## src/rtl/counter_seq_pkg.sv

```systemverilog
// ----------------------------------------------------------------------------
// counter_seq_pkg
//   Shared constants for the counter sequencer:
//     - default widths for the sequenced counter and the run-length/wrap fields
//     - FSM state encoding (plain 2-bit localparams so legacy tools and
//       waveform viewers see the same numeric codes)
// ----------------------------------------------------------------------------
package counter_seq_pkg;

    localparam int DEF_WIDTH = 2;
    localparam int DEF_LEN_W = 8;

    localparam logic [1:0] S_IDLE  = 2'd0;
    localparam logic [1:0] S_CLEAR = 2'd1;
    localparam logic [1:0] S_RUN   = 2'd2;
    localparam logic [1:0] S_DONE  = 2'd3;

endpackage

```

## src/rtl/counter_seq_len.sv

```systemverilog
// ----------------------------------------------------------------------------
// counter_seq_len
//   LEN_W-bit loadable down-counter that tracks how many enabled counter
//   cycles are still owed in the current run.
//
//   Ports:
//     clock     in   rising-edge clock
//     reset     in   synchronous, active-high; clears value to 0
//     load      in   load load_val (has priority over dec)
//     load_val  in   value to load
//     dec       in   decrement by one
//     value     out  current count
//     last      out  high when value == 1 (the final owed cycle)
// ----------------------------------------------------------------------------
module counter_seq_len
    import counter_seq_pkg::*;
#(
    parameter int LEN_W = DEF_LEN_W
) (
    input  logic             clock,
    input  logic             reset,
    input  logic             load,
    input  logic [LEN_W-1:0] load_val,
    input  logic             dec,
    output logic [LEN_W-1:0] value,
    output logic             last
);

    logic [LEN_W-1:0] value_q;
    logic [LEN_W-1:0] value_d;

    always_comb begin
        // NOTE: default first, so every path assigns value_d and no latch forms.
        value_d = value_q;
        if (load) begin
            value_d = load_val;
        end else if (dec) begin
            value_d = value_q - 1'b1;
        end
    end

    always_ff @(posedge clock) begin
        // NOTE: non-blocking so every flop samples pre-edge values of its peers.
        if (reset) begin
            value_q <= '0;
        end else begin
            value_q <= value_d;
        end
    end

    assign value = value_q;
    assign last  = (value_q == LEN_W'(1));

endmodule

```

## src/rtl/counter_sequencer.sv

```systemverilog
// ----------------------------------------------------------------------------
// counter_sequencer
//   Drives one free-running up-counter through a run: a single clear cycle,
//   then exactly run_len enabled cycles (stretched by hold), then a one-cycle
//   DONE state that captures the counter value. Counts counter wrap-arounds
//   seen during the run (saturating) and reports completion with a done
//   pulse, or early termination with an aborted pulse.
//
//   Ports:
//     clock       in   rising-edge clock
//     reset       in   synchronous, active-high; clears state and outputs
//     start       in   request a run (only looked at in IDLE)
//     run_len     in   number of enabled counter cycles, sampled with start
//     hold        in   pause the run while high
//     abort       in   end any active run, back to IDLE
//     count_in    in   current output of the sequenced counter
//     cnt_reset   out  counter reset (high during CLEAR)
//     cnt_enable  out  counter enable (RUN and not held)
//     busy        out  high in every state except IDLE
//     done        out  one-cycle pulse after a normal completion
//     aborted     out  one-cycle pulse after an abort
//     result      out  count_in captured on leaving DONE
//     wraps       out  wrap events during the last run, saturating
// ----------------------------------------------------------------------------
module counter_sequencer
    import counter_seq_pkg::*;
#(
    parameter int WIDTH = DEF_WIDTH,
    parameter int LEN_W = DEF_LEN_W
) (
    input  logic             clock,
    input  logic             reset,
    input  logic             start,
    input  logic [LEN_W-1:0] run_len,
    input  logic             hold,
    input  logic             abort,
    input  logic [WIDTH-1:0] count_in,
    output logic             cnt_reset,
    output logic             cnt_enable,
    output logic             busy,
    output logic             done,
    output logic             aborted,
    output logic [WIDTH-1:0] result,
    output logic [LEN_W-1:0] wraps
);

    logic [1:0]       state_q,   state_d;
    logic [LEN_W-1:0] wraps_q,   wraps_d;
    logic [WIDTH-1:0] result_q,  result_d;
    logic             done_q,    done_d;
    logic             aborted_q, aborted_d;

    logic             len_load;
    logic             len_dec;
    logic             len_last;
    logic [LEN_W-1:0] remaining;

    counter_seq_len #(
        .LEN_W (LEN_W)
    ) u_remaining (
        .clock    (clock),
        .reset    (reset),
        .load     (len_load),
        .load_val (run_len),
        .dec      (len_dec),
        .value    (remaining),
        .last     (len_last)
    );

    always_comb begin
        state_d   = state_q;
        wraps_d   = wraps_q;
        result_d  = result_q;
        done_d    = 1'b0;
        aborted_d = 1'b0;
        len_load  = 1'b0;
        len_dec   = 1'b0;

        // Abort outranks hold and sequencing; partial wraps and the previous
        // result are deliberately left untouched.
        if (abort && (state_q != S_IDLE)) begin
            state_d   = S_IDLE;
            aborted_d = 1'b1;
        end else begin
            case (state_q)
                S_IDLE: begin
                    if (start) begin
                        len_load = 1'b1;
                        // A zero-length run has nothing to count, so the
                        // counter is left alone and no clear is issued.
                        state_d  = (run_len == '0) ? S_DONE : S_CLEAR;
                    end
                end
                S_CLEAR: begin
                    wraps_d = '0;
                    state_d = S_RUN;
                end
                S_RUN: begin
                    if (!hold) begin
                        len_dec = 1'b1;
                        // count_in at all-ones on an enabled edge means the
                        // counter rolls over on this edge.
                        if ((count_in == '1) && (wraps_q != '1)) begin
                            wraps_d = wraps_q + 1'b1;
                        end
                        if (len_last) begin
                            state_d = S_DONE;
                        end
                    end
                end
                S_DONE: begin
                    result_d = count_in;
                    done_d   = 1'b1;
                    state_d  = S_IDLE;
                end
                default: begin
                    state_d = S_IDLE;
                end
            endcase
        end
    end

    always_ff @(posedge clock) begin
        if (reset) begin
            state_q   <= S_IDLE;
            wraps_q   <= '0;
            result_q  <= '0;
            done_q    <= 1'b0;
            aborted_q <= 1'b0;
        end else begin
            state_q   <= state_d;
            wraps_q   <= wraps_d;
            result_q  <= result_d;
            done_q    <= done_d;
            aborted_q <= aborted_d;
        end
    end

    assign cnt_reset  = (state_q == S_CLEAR);
    assign cnt_enable = (state_q == S_RUN) && !hold;
    assign busy       = (state_q != S_IDLE);
    assign done       = done_q;
    assign aborted    = aborted_q;
    assign result     = result_q;
    assign wraps      = wraps_q;

endmodule

```

## config.mk

```make
export PLATFORM = sky130hd
export DESIGN_NAME = counter_sequencer
export DESIGN_NICKNAME = d
export VERILOG_FILES = /design/src/rtl/counter_seq_pkg.sv /design/src/rtl/counter_seq_len.sv /design/src/rtl/counter_sequencer.sv
export SDC_FILE = /design/constraint.sdc
export NUM_CORES = 1
export LEC_CHECK = 0
export ABC_AREA = 1
export BUFFER_PORTS_ARGS = -buffer_cell sky130_fd_sc_hd__clkbuf_2
export CAP_MARGIN = 20
export CORE_ASPECT_RATIO = 0.8
export CORE_MARGIN = 5
export CORE_UTILIZATION = 49
export DETAILED_ROUTE_END_ITERATION = 8
export PLACE_DENSITY = 0.85
export SLEW_MARGIN = 15
export SYNTH_ARGS = -nofsm -noshare
export SYNTH_HDL_FRONTEND = slang
export SYNTH_HIERARCHICAL = 1
export SYNTH_SLANG_ARGS = --single-unit
```

## constraint.sdc

```tcl
create_clock -name clock -period 1.8 [get_ports clock]
set_input_delay 0.36 -clock clock [delete_from_list [all_inputs] [get_ports clock]]
set_output_delay 0.36 -clock clock [all_outputs]
set_load 0.02 [all_outputs]
```

-- Word level (Yosys, flattened, before mapping)
Index checks and enable logic that the tools add are counted.
- register bits: 22
- input port bits: 15
- output and inout bits: 15
- logic and storage cells: 50
- $add $sub $neg: 2
- equality and inequality tests: 10
- mux-type cells: 18
- bitwise gates (word level): 1
- reduce and logical (&&, ||, !) cells: 13
- operator list (kind ; count):
    $mux W8 ; 4
    $pmux W8 S2 ; 1
    $add A8 B1 Y8 const B ; 1
    $eq A8 B1 Y1 const B ; 1
    $logic_not A8 Y1 ; 1
    $mux W1 ; 8
    $mux W2 ; 4
    $ne A2 B2 Y1 const B ; 4
    $ne A8 B8 Y1 const B ; 1
    $pmux W2 S4 ; 1
    $sub A8 B1 Y8 const B ; 1
    $eq A2 B2 Y1 const B ; 3
    $reduce_bool A2 Y1 ; 3
    $reduce_and A4 Y1 ; 1
    $logic_and A1 B1 Y1 ; 3
    $reduce_and A3 Y1 ; 1
    $eq A2 B1 Y1 const B ; 1
    $logic_not A2 Y1 ; 1
    $reduce_and A2 Y1 ; 1
    $reduce_or A2 Y1 ; 1
    $logic_not A1 Y1 ; 1
    $not A1 Y1 ; 1

-- Longest topological paths before layout
- depth after elaboration: 5
- gate-level depth with buffers: 10

-- Modules after synthesis
The synthesis kept the hierarchy.
- by module, submodules not included (module ; instances ; cells an instance ; area each (um^2) ; sequential area each (um^2)):
    counter_sequencer ; 1 ; 137 ; 894.6 ; 280.3
    counter_seq_len ; 1 ; 81 ; 545.5 ; 160.2

-- Least setup slack after synthesis
Ideal clock, no wire load.
- path kind: flip-flop to flip-flop
- start point: reg state_q[0]
- end point: reg u_remaining.value_q[4], in the netlist u_remaining/value[4]
- arrival time: 1.643 ns
- slack: 0.044 ns
- cell stages (with the launch flop): 11
- clock period less this slack: 1.756 ns
- cells stage by stage: dfxtp_1 > inv_1 > ha_1 > buf_6 > inv_2 > nor3_1 > nand2_1 > o21ai_1 > nand2_1 > o21ai_1 > inv_1
- word-level cells in the longest chain between the ends: 4
- elaborated cells on any way between the ends: 10
- those cells by class: eq/ne: 1; mux: 5; reduce/logical: 4
- ends and longest elaborated chain (item ; RTL line ; source):
    from (decl) ; counter_sequencer.sv:47 ; logic [1:0] state_q, state_d;
    from (signal assigned) ; counter_sequencer.sv:131 ; state_q <= state_d;
    $eq A2 B2 Y1 or $reduce_bool A2 Y1 (tied branches) ; counter_sequencer.sv:85, counter_sequencer.sv:81 ;
    $mux W1 or $logic_and A1 B1 Y1 (tied branches) ; counter_sequencer.sv:85, counter_sequencer.sv:81 ;
    $mux W1 (*) ; counter_sequencer.sv:81 ; if (abort && (state_q != S_IDLE)) begin
    net len_dec ; counter_sequencer.sv:54 ; logic len_dec;
    $reduce_bool A2 Y1 (no line) (*) ; - ;
    to (signal assigned) ; counter_seq_len.sv:47 ; value_q <= value_d;
    to (decl) ; counter_seq_len.sv:29 ; logic [LEN_W-1:0] value_q;
The timed path passes the listed nets; every way through them passes the cells marked *.
A chain may end at the register's enable or synchronous reset.

-- Worst setup path in the final report
- start point: reg state_q[0]
- end point: out cnt_enable
- word-level cells in the longest chain between the ends: 2
- ends and longest elaborated chain (item ; RTL line ; source):
    $eq A2 B2 Y1 ; counter_sequencer.sv:140 ; assign cnt_enable = (state_q == S_RUN) && !hold;
    $logic_and A1 B1 Y1 ; counter_sequencer.sv:140 ;
    to (decl) ; counter_sequencer.sv:39 ; output logic cnt_enable,
No other way between the ends.

==> results.md <==
Status:
- The run finished with clean final reports.

STA:
- The max-slew violation total from the final report was 0.
- The worst slew margin relative to its limit is 0.705.
- The final cycle utilization of the critical path is 0.935.
- The maximum clock rate is roughly 600 MHz.
- Setup violations remaining at the end of the flow were counted as 0.
- The final worst hold slack is roughly 0.36 ns.
- Setup repair after global routing left no endpoint under its margin.
- The final critical delay including setup and external delays is between 1.5 and 2 ns.
- For the final routed database, the setup TNS stands at 0 ns.
- The post-route clock skew is around 0.0022 ns.
- The actual transition at the worst max-transition pin is roughly 0.44 ns.
- The hold violation total from the final report is 0.

Hold path:
- The startpoint of the tightest hold check path is count_in[1].
- The min-delay analysis places its worst path in the category in2reg.

Global routing:
- The total track usage is 0.168.
- The first global-routing pass estimated ~5700 um of wire.
- The number of global-route vias before repair came to about 1300.
- The initial antenna violation count is 0.
- The residual overflow from global routing is 0.
- Entering global routing, the biggest net connects 15 pins.

Floorplanning:
- During I/O placement, the number of pins put on the boundary was 30.
- From bottom edge to top edge, the die measures 58.5 um.
- The floorplan has 17 rows.
- The area of the core is approximately 2800 sq um.
- The width of the die is about 70 um.
- The initial core utilization is 0.517.
- The floorplan step defined a die boundary enclosing 4130 sq um.

Synth:
- After synthesis, the netlist uses 26 different library cells.
- The average cell area after synthesis is approximately 6.6 sq um.
- The share of the Yosys chip area taken by registers is 0.306.
- The synthesized design contains 22 register bits.
- After synthesis, the cell types taking the most area are dfxtp_1 (31%), nand2_1 (12%), nor2_1 (7.8%), ha_1 (7.0%), nand3_1 (6.3%).
- The cell count after synthesis came out at ~220.
- Of all cell types, the one taking the most synthesized area is dfxtp_1.
- For this run, the number of Yosys warnings is 6.
- The multiplexer share of the synthesized area is 0.
- Of the total synthesized cell area, the portion taken by XOR and XNOR cells is 0.
- The adder-cell share of the synthesized area is 0.0695.
- By area, the combinational part of the netlist is dominated by simple AND/OR/NAND/NOR gates.
- The netlist area before placement is 1440 sq um.
- The post-synthesis net count is 241.
- The share of synthesized area in the top cell type comes to 0.306.
- The compound-gate portion of the synthesized area is 0.140.
- Of the total synthesized cell area, the portion taken by AND, OR, NAND and NOR gates is 0.369.

Worst setup path:
- For the worst setup path, the data required time is around 1.4 ns.
- The startpoint-to-endpoint class of the critical path is reg2out.
- The worst setup path is captured at an output port.
- The startpoint type of the worst setup path is a register.
- In this run the worst setup path begins at state_q[0]$_SDFFE_PP0P_.
- Along the worst path, the maximum fanout reaches 8.
- The reg-to-reg startpoint is state_q[0]$_SDFFE_PP0P_.
- The arrival time of data at the critical path endpoint is 1.32 ns.

Routing:
- After detailed routing, the number of remaining DRC violations is 0.
- The final route contains between 1000 and 1500 vias.
- The detail route stage leaves a number of antenna-violating nets equal to 0.
- The initial DRC count is 140.
- In the final routed layout, each cell accounts on average for ~12 um.
- The mean number of vias per cell is a little over 5.
- Wires add up to around 3400 um.
- Before antenna repair, the detailed router went through 5 iterations.

Power and ir drop:
- The peak supply drop is between 500 and 600 uV.
- The fraction of power consumed by sequential logic is 0.298.
- For this design the total switching power over the nets is approximately 1100 uW.
- For this design the ratio of total power to cell area is around 1400 nW/um^2.
- Of the total power, the clock network draws 0.127.
- The leakage power is between 0.0008 and 0.0009 uW.
- The internal power contribution is ~1200 uW.
- The switching share of power is 0.477.
- The share of total power dissipated in combinational logic is 0.575.

Clock network:
- The hold buffer count at CTS is 0.
- The number of setup buffers added after CTS is 0.
- The tree is rooted in a clkbuf_8.
- The maximum level of the CTS H-tree is 1.
- The deepest clock path buffer count is 2.
- The number of CTS-inserted buffers is 3.
- The clock-pin slew on the worst setup and hold paths is around 0.07 ns.
- The clock sink count is 22.
- The insertion delay to the later sink of the worst-skew pair is roughly 0.26 ns.
- The TritonCTS clock tree is yes.

Final layout:
- After filler insertion, the fill cell instance count of the layout stands at 274.
- The number of antenna diodes in the final layout is 0.
- The final layout contains between 200 and 300 nets.
- Compared with the post-synthesis result, the final layout area differs by 18.2%.
- In the final layout, the share of cells above drive strength 1 is 0.269.

Flow run:
- The reported max-cap violation count is 0.

Placement:
- The port buffer count is 29.
- Once detailed placement completed, the half-perimeter wirelength came to 2580 um.
- The final estimated routing congestion in global placement is 0.892.
==> placed cells by master (no fill, tap or decap), types with 2 or more instances in the layout <==
cell type / synthesis / final
nand2_1: 45 / 45
nor2_1: 30 / 30
clkbuf_2: 0 / 29
inv_1: 24 / 23
dfxtp_1: 22 / 21
nand3_1: 18 / 18
inv_2: 12 / 13
o21ai_1: 13 / 13
a21oi_1: 12 / 12
ha_1: 8 / 7
buf_4: 0 / 5
nor3_1: 4 / 4
nand2_2: 4 / 4
a22oi_1: 4 / 4
nor2_2: 3 / 3
clkbuf_8: 0 / 3
nor2_4: 2 / 2
nand2_4: 2 / 2
nand4_1: 2 / 2
nor4_1: 2 / 2
a21oi_2: 2 / 2
==> critical path, cell delays in order, from the launching register on <==
cell,delay [ns]
dfxtp_1,0.34
inv_2,0.11
ha_4,0.17
inv_2,0.04
buf_4,0.16
nor2_1,0.08
clkbuf_2,0.17
==> final timing paths <==
check / endpoint / slack [ns] / cells after the start
setup / recovery: cnt_enable / 0.12 / 6
setup reg to reg: u_remaining/value[0]$_SDFFE_PP0P_ / 0.16 / 10
hold / removal: result[1]$_SDFFE_PP0P_ / 0.36 / 3
hold reg to reg: result[1]$_SDFFE_PP0P_ / 0.49 / 2
==> what timing repair did <==
action / CTS / global route
pin swaps: 0 / 0
gates resized for setup: 1 / 3
setup endpoints to repair: 1 / 1
==> Yosys cell counts <==
master,n
nor2_8,1
ha_1,8
a31oi_1,1
nand2_4,2
buf_6,2
nand2_2,4
nor2_1,30
clkinv_1,1
nor2_2,3
nand2_1,45
nand4_1,2
nor2_4,2
o21bai_1,1
o21ai_1,13
nor4_1,2
o221ai_2,1
or2_1,1
clkinv_2,1
dfxtp_1,22
inv_1,24
a22oi_1,4
a21oi_1,12
nor3_1,4
a21oi_2,2
inv_2,12
nand3_1,18
==> cell type report <==
cell class | count | area (sq um) | share of cell area
inverter | 38 | 144 | 0.0845
clock buffer | 3 | 41.3 | 0.0242
sequential | 22 | 442 | 0.259
multi-input combinational | 156 | 846 | 0.497
timing repair buffer | 34 | 183 | 0.107
tap | 38 | 47.5 | 0.0279
==> metrics by stage <==
step	std cells	utilization	power (uW)	setup WS, ns	cell area (sq um)
3_3_place_gp	288	0.591	1990	0.260	1650
4_1_cts	291	0.607	2330	0.0123	1690
2_1_floorplan	218	-	1700	0.0435	1440
3_5_place_dp	288	0.591	2000	0.191	1650
6_report	291	0.611	2350	0.117	1700
5_1_grt	291	0.611	2530	0.0431	1700
==> layer usage <==
layer	track usage	part of all wire
met2	0.256	0.42
met1	0.240	0.49
met3	0.0375	0.085
met5	0	0
met4	0.0429	0.0084
==> registers in the layout (all words and copies together), names as in the netlist <==
name	flops
result	2
done	1
u_remaining/value	8
state_q	2
aborted	1
wraps	8
==> kinds of logic after synthesis <==
| kind of cell | Yosys count |
|---|---|
| AND/OR/NAND/NOR | 114 |
| buffers and inverters | 40 |
| AO/OA/AOI/OAI | 34 |
| flip-flops | 22 |
| adder cells (fa/ha/maj) | 8 |
==> power groups by stage <==
stage | registers [uW] | logic [uW] | clock network [uW]
2_1_floorplan | 720 | 979 | 0
3_3_place_gp | 696 | 1290 | 0
3_5_place_dp | 698 | 1300 | 0
4_1_cts | 689 | 1320 | 313
5_1_grt | 715 | 1490 | 326
6_report | 700 | 1350 | 298
Note: power is estimated with default switching activity, not from simulation.
